===== src/rtl/array_mem_responder.sv =====
`default_nettype none
// ============================================================================
// Module      : array_mem_responder
// Description : Registered RAM answering one kernel array port, with a
//               host side-port for preload/readback; cleared after reset.
// Revision    : 1.0 - initial release
// ============================================================================
module array_mem_responder #(
    parameter int DATA_W = 64,
    parameter int ADDR_W = 1
) (
    input  logic              clk,
    input  logic              rst_n,
    input  logic              k_wenable,
    input  logic [ADDR_W-1:0] k_addr,
    input  logic [DATA_W-1:0] k_wdata,
    output logic [DATA_W-1:0] k_rdata,
    input  logic              h_req,
    input  logic              h_we,
    input  logic [ADDR_W-1:0] h_addr,
    input  logic [DATA_W-1:0] h_wdata,
    output logic [DATA_W-1:0] h_rdata,
    output logic              h_ack,
    output logic              ready
);

    localparam int              c_DEPTH    = 2 ** ADDR_W;
    localparam logic [0:0]      c_ST_CLEAR = 1'b0;
    localparam logic [0:0]      c_ST_SERVE = 1'b1;
    localparam logic [ADDR_W-1:0] c_ONE    = 1;
    localparam logic [ADDR_W-1:0] c_LAST   = '1;

    logic [DATA_W-1:0] r_mem [c_DEPTH];
    logic [0:0]        r_state;
    logic [ADDR_W-1:0] r_ptr;
    logic              r_ready;
    logic              r_h_ack;
    logic [DATA_W-1:0] r_k_rdata;
    logic [DATA_W-1:0] r_h_rdata;

    logic              w_serve;
    logic              w_h_grant;
    logic              w_mem_we;
    logic [ADDR_W-1:0] w_mem_addr;
    logic [DATA_W-1:0] w_mem_wdata;

    assign w_serve = (r_state == c_ST_SERVE);

    // A pending ack blocks a new grant; host writes yield to kernel writes.
    assign w_h_grant = w_serve && h_req && !r_h_ack && (!h_we || !k_wenable);

    // Single write port: clear sweep, else kernel, else granted host write.
    always_comb begin
        w_mem_we    = 1'b0;
        w_mem_addr  = r_ptr;
        w_mem_wdata = '0;
        if (!w_serve) begin
            w_mem_we = 1'b1;
        end else if (k_wenable) begin
            w_mem_we    = 1'b1;
            w_mem_addr  = k_addr;
            w_mem_wdata = k_wdata;
        end else if (w_h_grant && h_we) begin
            w_mem_we    = 1'b1;
            w_mem_addr  = h_addr;
            w_mem_wdata = h_wdata;
        end
    end

    always_ff @(posedge clk) begin
        if (w_mem_we) begin
            r_mem[w_mem_addr] <= w_mem_wdata;
        end
    end

    always_ff @(posedge clk or negedge rst_n) begin
        if (!rst_n) begin
            r_state   <= c_ST_CLEAR;
            r_ptr     <= '0;
            r_ready   <= 1'b0;
            r_h_ack   <= 1'b0;
            r_k_rdata <= '0;
            r_h_rdata <= '0;
        end else begin
            case (r_state)
                c_ST_CLEAR: begin
                    r_ptr <= r_ptr + c_ONE;
                    if (r_ptr == c_LAST) begin
                        r_state <= c_ST_SERVE;
                        r_ready <= 1'b1;
                    end
                end
                default: begin
                    r_k_rdata <= r_mem[k_addr];
                    r_h_ack   <= w_h_grant;
                    if (w_h_grant && !h_we) begin
                        r_h_rdata <= r_mem[h_addr];
                    end
                end
            endcase
        end
    end

    assign k_rdata = r_k_rdata;
    assign h_rdata = r_h_rdata;
    assign h_ack   = r_h_ack;
    assign ready   = r_ready;

endmodule
`default_nettype wire


===== config.mk =====
export PLATFORM = sky130hd
export DESIGN_NAME = array_mem_responder
export DESIGN_NICKNAME = d
export VERILOG_FILES = /design/src/rtl/array_mem_responder.sv
export SDC_FILE = /design/constraint.sdc
export NUM_CORES = 1
export LEC_CHECK = 0
export ABC_AREA = 1
export CAP_MARGIN = 20
export CORE_ASPECT_RATIO = 0.5
export CORE_UTILIZATION = 50
export CTS_CLUSTER_DIAMETER = 40
export DETAILED_ROUTE_END_ITERATION = 16
export PLACE_DENSITY = 0.85
export SKIP_CTS_REPAIR_TIMING = 1
export SLEW_MARGIN = 5
export SYNTH_ARGS = -nofsm -noshare
export SYNTH_HDL_FRONTEND = slang
export SYNTH_SLANG_ARGS = --single-unit

===== constraint.sdc =====
create_clock -name clk -period 5.3 [get_ports clk]
set_clock_uncertainty 0.05 [all_clocks]
set_input_delay 1.06 -clock clk [delete_from_list [all_inputs] [get_ports clk]]
set_output_delay 1.06 -clock clk [all_outputs]
set_load 0.02 [all_outputs]

==> results of run 1 <==
[worst min-delay path, cell delays in order (launching register included)]
cell and delay [ns]:
dfrtp_1 0.34, nor2_1 0.04, nor2_1 0.09
[state kept, by name (all words and copies together), names as in the netlist]
| name | flops |
|---|---|
| h_ack | 1 |
| h_rdata | 64 |
| k_rdata | 64 |
| r_mem | 128 |
| r_ptr | 1 |
| r_state | 1 |
| ready | 1 |
[worst max path at each step]
stage / to / slack, ns
6_report: r_mem[1][19] / 2.17
5_1_grt: r_mem[0][44] / 2.03
2_1_floorplan: r_mem[1][0] / 0.17
4_1_cts: r_mem[1][49] / 2.21
3_3_place_gp: r_mem[0][38] / 1.82
3_5_place_dp: r_mem[0][39] / 1.78
[logic make-up (layout without fill, tap and decap cells)]
group           after synthesis  in the layout
simple gates                406            406
compound gates              321            321
flops                       260            260
buf+inv                     145            392
[synthesized netlist by cell type (all sizes together)]
master  count  share of area
buf        28          0.022
a21oi     257           0.13
clkbuf     48          0.016
inv        69          0.023
dfrtp     132           0.29
o21ai      64          0.029
nand3       3         0.0018
nor2      261          0.088
nand4       1        0.00056
nand2     140          0.047
or2         1        0.00056
edfxtp    128           0.34
[metrics by stage]
| step | cells | power (mW) | util | hold WS [ns] | setup slack [ns] |
|---|---|---|---|---|---|
| 6_report | 1679 | 5.36 | 0.678 | 0.455 | 2.17 |
| 3_5_place_dp | 1630 | 3.54 | 0.637 | 0.436 | 1.78 |
| 3_3_place_gp | 1629 | 3.50 | 0.636 | 0.406 | 1.82 |
| 4_1_cts | 1678 | 5.39 | 0.677 | 0.459 | 2.21 |
| 5_1_grt | 1679 | 5.56 | 0.678 | 0.471 | 2.03 |
| 2_1_floorplan | 1132 | 3.00 | - | 0.432 | 0.169 |
[power by group]
group | internal [mW] | switching [mW] | leakage, nW
combinational | 0.466 | 0.573 | 2.74
sequential | 2.35 | 0.114 | 2.78
clock | 1.06 | 0.800 | 0.405
[area by class of cell]
type / count / share of cell area
Timing Repair Buffer: 275 / 0.186
Clock inverter: 16 / 0.0112
Tap cell: 300 / 0.0254
Inverter: 69 / 0.0175
Sequential cell: 260 / 0.483
Multi-Input combinational cell: 727 / 0.229
Clock buffer: 32 / 0.0476
[routing by layer]
layer / part of all wire / global-route usage / up-vias
li1: - / - / 4221
met1: 0.39 / 0.328 / 4454
met2: 0.51 / 0.462 / 382
met3: 0.060 / 0.0353 / 76
met4: 0.035 / 0.102 / 0
met5: 0 / 0 / -
==> impl_metrics.py, run 1 <==
metrics = {
    "drt": {
        "postRouteAntennaNets": 0,
        "drt-initial-drc-count": 878,
        "vias_per_cell": 5.44,
        "num_vias": 9133,
        "first_pass_iters": 6,
        "drt_wl_total_mm": 30.1,
        "wl_per_cell_um": 17.9,
        "drc": 0,
    },
    "layout": {
        "fill_cells": 1593,
        "area_growth_pct": 32.2,
        "diodes": 0,
        "nets": 1494,
        "layout_common_cells": "clkdlybuf4s50_1, nor2_1, a21oi_1, nand2_1, dfrtp_1",
        "design_area_um2": 14800,
        "drive_gt1_frac": 0.0885,
        "final_common_cell": "clkdlybuf4s50_1",
        "seqCellArea_um2": 7150,
        "multi_input_area_um2": 3390,
    },
    "yosys": {
        "synth_top_family_by_area": "compound AO/OA/AOI/OAI gates",
        "synth-seq-cells": 260,
        "synth_area_per_cell_um2": 9.89,
        "synthDistinctLibCells": 21,
        "ys_seq_area_frac": 0.638,
        "synth.mux.area_fraction": 0,
        "synth-xor-area-share": 0,
        "ys_warn_count": 0,
        "netlist_instances": 1132,
        "synthAdderAreaFrac": 0,
        "synth-simple-area-share": 0.138,
        "syn_area_um2": 11200,
        "syn-num-nets": 1267,
        "synth_compound_area_frac": 0.162,
    },
    "flow_run": {
        "max_cap_violations": 0,
    },
    "clock_tree": {
        "numCtsBuffers": 26,
        "clock-sinks": 260,
        "clk-insertion-delay-late_ns": 0.53,
        "path_clk_slew_ns": 0.06,
        "htreeDepth": 1,
        "cts_root_buffer": "clkbuf_16",
        "clockBufferDepth": 3,
        "cts_tree": "built",
    },
    "timing": {
        "fmax_ghz": 0.320,
        "fin_tns_setup_ns": 0,
        "period_minus_slack_ns": 3.13,
        "final_hold_viol_count": 0,
        "rsz0062_at_grt": "false",
        "worstMarginPinSlew_ns": 0.986,
        "setup_viol": 0,
        "slew_headroom": 0.343,
        "layout_worst_path_cycle_share": 0.590,
        "slew_viol_final": 0,
    },
    "hold_path": {
        "hp-start": "k_rdata[4]",
        "min_to": "k_rdata[4]",
        "hold_depth": 2,
        "hp-class": "reg -> reg",
    },
    "placement": {
        "port_buffers": 264,
        "hpwl_mm": 18.8,
        "gp_congestion": 0.849,
        "post_dp_cell_area_um2": 13900,
    },
    "global_route": {
        "antenna_found_initial": 0,
        "grt_pass1_vias": 9298,
        "grt_first_pass_wirelength_mm": 47.3,
        "track_usage": 0.262,
        "grt-ovfl-total": 0,
        "grt_max_degree": 129,
    },
    "floorplanning": {
        "die_x_um": 214,
        "dieArea_um2": 23000,
        "ioPinCount": 265,
        "start_util": 0.513,
        "die_h_um": 108,
        "core-area_um2": 21800,
        "num_rows": 38,
    },
    "worst_setup_path": {
        "path_depth": 4,
        "max_stage_delay_ns": 0.76,
        "reg2reg_slack_ns": 2.17,
        "rr_endpoint": "r_mem[1][19]",
        "worstPathArrival_ns": 3.22,
        "cp_max_fo": 64,
        "worstPathCellList": "inv_2 -> nand2_1 -> a21oi_4 -> buf_4",
        "required_ns": 5.40,
        "crit_path_end_kind": "flip-flop",
        "r2r-start": "r_state",
        "crit_path_start_kind": "flip-flop",
        "reg2regPathDepth": 4,
        "crit_family": "buffers and inverters",
        "critPathBufInv": 2,
        "path_class": "reg -> reg",
        "crit_path_start": "r_state",
        "cp_slowest_cell": "buf_4",
    },
    "power_and_ir_drop": {
        "pwr_density_cell_nw_per_um2": 362,
        "max-vdd-ir-drop_v": 0.000201,
        "leakagePower_nw": 5.92,
    },
    "status": {
        "run_status": "finished clean",
    },
}
Note: power is estimated with default switching activity, not from simulation.
==> inputs of run 2 (changes only) <==
--- a/config.mk
+++ b/config.mk
@@ -8,10 +8,10 @@
 export ABC_AREA = 1
 export CAP_MARGIN = 20
 export CORE_ASPECT_RATIO = 0.5
-export CORE_UTILIZATION = 50
+export CORE_UTILIZATION = 45
 export CTS_CLUSTER_DIAMETER = 40
 export DETAILED_ROUTE_END_ITERATION = 16
-export PLACE_DENSITY = 0.85
+export PLACE_DENSITY = 0.81
 export SKIP_CTS_REPAIR_TIMING = 1
 export SLEW_MARGIN = 5
 export SYNTH_ARGS = -nofsm -noshare
==> constraint.sdc (replaced) <==
create_clock -name clk -period 2.5 [get_ports clk]
set_clock_uncertainty 0.05 [all_clocks]
set_input_delay 0.5 -clock clk [delete_from_list [all_inputs] [get_ports clk]]
set_output_delay 0.5 -clock clk [all_outputs]
set_load 0.02 [all_outputs]
==> run 2 against run 1 <==
- first-iteration DRC count down 24%
- flip-flop and latch count stayed put
- largest power group unchanged
- non-clock buffer count grew 9
- clock-buffer cell count grew 2
- clock power up 140%
- wire length fell by 2.0%
- critical path type is now reg -> out
- setup slack worse by 1.8 ns
- die area is 11% higher
- via count shrank 2.9%
==> impl_metrics.py, run 2 (synthesis gave the netlist of run 1 again) <==
metrics = {
    "power_and_ir_drop": {
        "max-vdd-ir-drop_v": 0.000650,
        "pwr_density_cell_nw_per_um2": 787,
        "leakagePower_nw": 6.09,
    },
    "clock_tree": {
        "clk-insertion-delay-late_ns": 0.53,
        "clock-sinks": 260,
        "htreeDepth": 1,
        "numCtsBuffers": 29,
        "path_clk_slew_ns": 0.06,
        "clockBufferDepth": 3,
        "cts_root_buffer": "clkbuf_16",
        "cts_tree": "built",
    },
    "floorplanning": {
        "ioPinCount": 265,
        "core-area_um2": 24200,
        "start_util": 0.462,
        "die_h_um": 114,
        "num_rows": 40,
        "die_x_um": 225,
        "dieArea_um2": 25600,
    },
    "timing": {
        "slew_headroom": 0.368,
        "layout_worst_path_cycle_share": 0.850,
        "fin_tns_setup_ns": 0,
        "setup_viol": 0,
        "worstMarginPinSlew_ns": 0.949,
        "period_minus_slack_ns": 2.13,
        "slew_viol_final": 0,
        "final_hold_viol_count": 0,
        "rsz0062_at_grt": "false",
        "fmax_ghz": 0.471,
    },
    "drt": {
        "drt-initial-drc-count": 670,
        "drt_wl_total_mm": 29.5,
        "num_vias": 8872,
        "wl_per_cell_um": 17.1,
        "vias_per_cell": 5.13,
        "first_pass_iters": 7,
        "drc": 0,
        "postRouteAntennaNets": 0,
    },
    "layout": {
        "instances_no_fill": 1729,
        "largest_register_ffs": 128,
        "layout_common_cells": "clkdlybuf4s50_1, nor2_1, a21oi_1, nand2_1, dfrtp_1",
        "area_growth_pct": 35.3,
        "fin_util": 0.626,
        "nets": 1506,
        "drive_gt1_frac": 0.0976,
        "diodes": 0,
        "final_common_cell": "clkdlybuf4s50_1",
        "top_register": "r_mem",
    },
    "worst_setup_path": {
        "crit_path_start_kind": "flip-flop",
        "cp_slowest_cell": "clkdlybuf4s50_1",
        "max_stage_delay_ns": 0.63,
        "crit_family": "buffers and inverters",
        "worstPathArrival_ns": 1.58,
        "required_ns": 1.95,
        "crit_path_end_kind": "primary output",
        "cp_max_fo": 3,
        "path_class": "reg -> out",
        "critPathBufInv": 1,
        "worstPathCellList": "clkdlybuf4s50_1",
    },
    "global_route": {
        "track_usage": 0.231,
        "grt_max_degree": 129,
        "grt-ovfl-total": 0,
        "grt_first_pass_wirelength_mm": 46.4,
        "antenna_found_initial": 0,
        "grt_pass1_vias": 8957,
    },
    "placement": {
        "place_inst": 1675,
        "port_buffers": 264,
        "gp_congestion": 0.847,
        "hpwl_mm": 19.6,
    },
    "status": {
        "run_status": "finished clean",
    },
    "flow_run": {
        "max_cap_violations": 0,
    },
    "hold_path": {
        "hp-class": "reg -> reg",
    },
}
-- run 2: cell types whose count changed in the layout (fill, tap and decap cells not counted), moves of 2 or more --
cell	previous run	this run
inv_6	0	5
buf_12	2	11
clkbuf_16	27	29
bufinv_16	2	5
clkinvlp_4	6	0
clkinv_2	2	4
-- run 2: worst min-delay path: stages, from the launching register on --
cell	delay [ns]
dfrtp_1	0.34
inv_1	0.04
nand2_1	0.05
-- run 2: final timing paths --
kind,start,to,slack [ns],cells past startpoint
worst max-delay path,h_ack,h_ack,0.37,1
max in group asynchronous,rst_n,h_rdata[59],1.20,3
worst min register to register,ready,ready,0.42,2
worst min-delay path,ready,ready,0.42,2
min in group asynchronous,rst_n,k_rdata[15],0.46,2
worst max register to register,r_state,k_rdata[19],0.54,4
-- run 2: cell type report --
| cell class | count | area [um^2] |
|---|---|---|
| repair buffers | 284 | 2920 |
| inverters | 69 | 259 |
| well taps | 336 | 420 |
| fillers | 1923 | 9070 |
| flip-flops and latches | 260 | 7150 |
| multi-input cells | 727 | 3390 |
| clock inverters | 19 | 253 |
| clock buffers | 34 | 754 |
-- run 2: power by group --
part           leakage [nW]  internal [mW]  total (mW)  switching [mW]
logic                  2.81           1.01        2.24            1.23
registers              2.78           4.98        5.21           0.237
clock network         0.498           2.71        4.47            1.76
total                  6.09           8.70        11.9            3.22
-- run 2: per-layer routing --
| layer | routed length, um | vias up | global-route usage | share of wire |
|---|---|---|---|---|
| met5 | 0 | - | 0 | 0 |
| met4 | 1320 | 0 | 0.102 | 0.045 |
| li1 | - | 4240 | - | - |
| met3 | 1100 | 83 | 0.0296 | 0.037 |
| met1 | 11900 | 4304 | 0.278 | 0.40 |
| met2 | 15200 | 245 | 0.419 | 0.51 |
-- run 2: stage by stage --
| step | total power [mW] | hold slack [ns] | cell area [um^2] | worst slack (ns) |
|---|---|---|---|---|
| global route | 12.3 | 0.459 | 15200 | 0.343 |
| global placement | 7.46 | 0.405 | 14100 | 0.0938 |
| finish | 11.9 | 0.422 | 15200 | 0.375 |
| detailed placement | 7.53 | 0.403 | 14100 | 0.0956 |
| floorplan | 6.35 | 0.154 | 11200 | 0.0152 |
| CTS | 12.0 | -0.129 | 15100 | 0.365 |
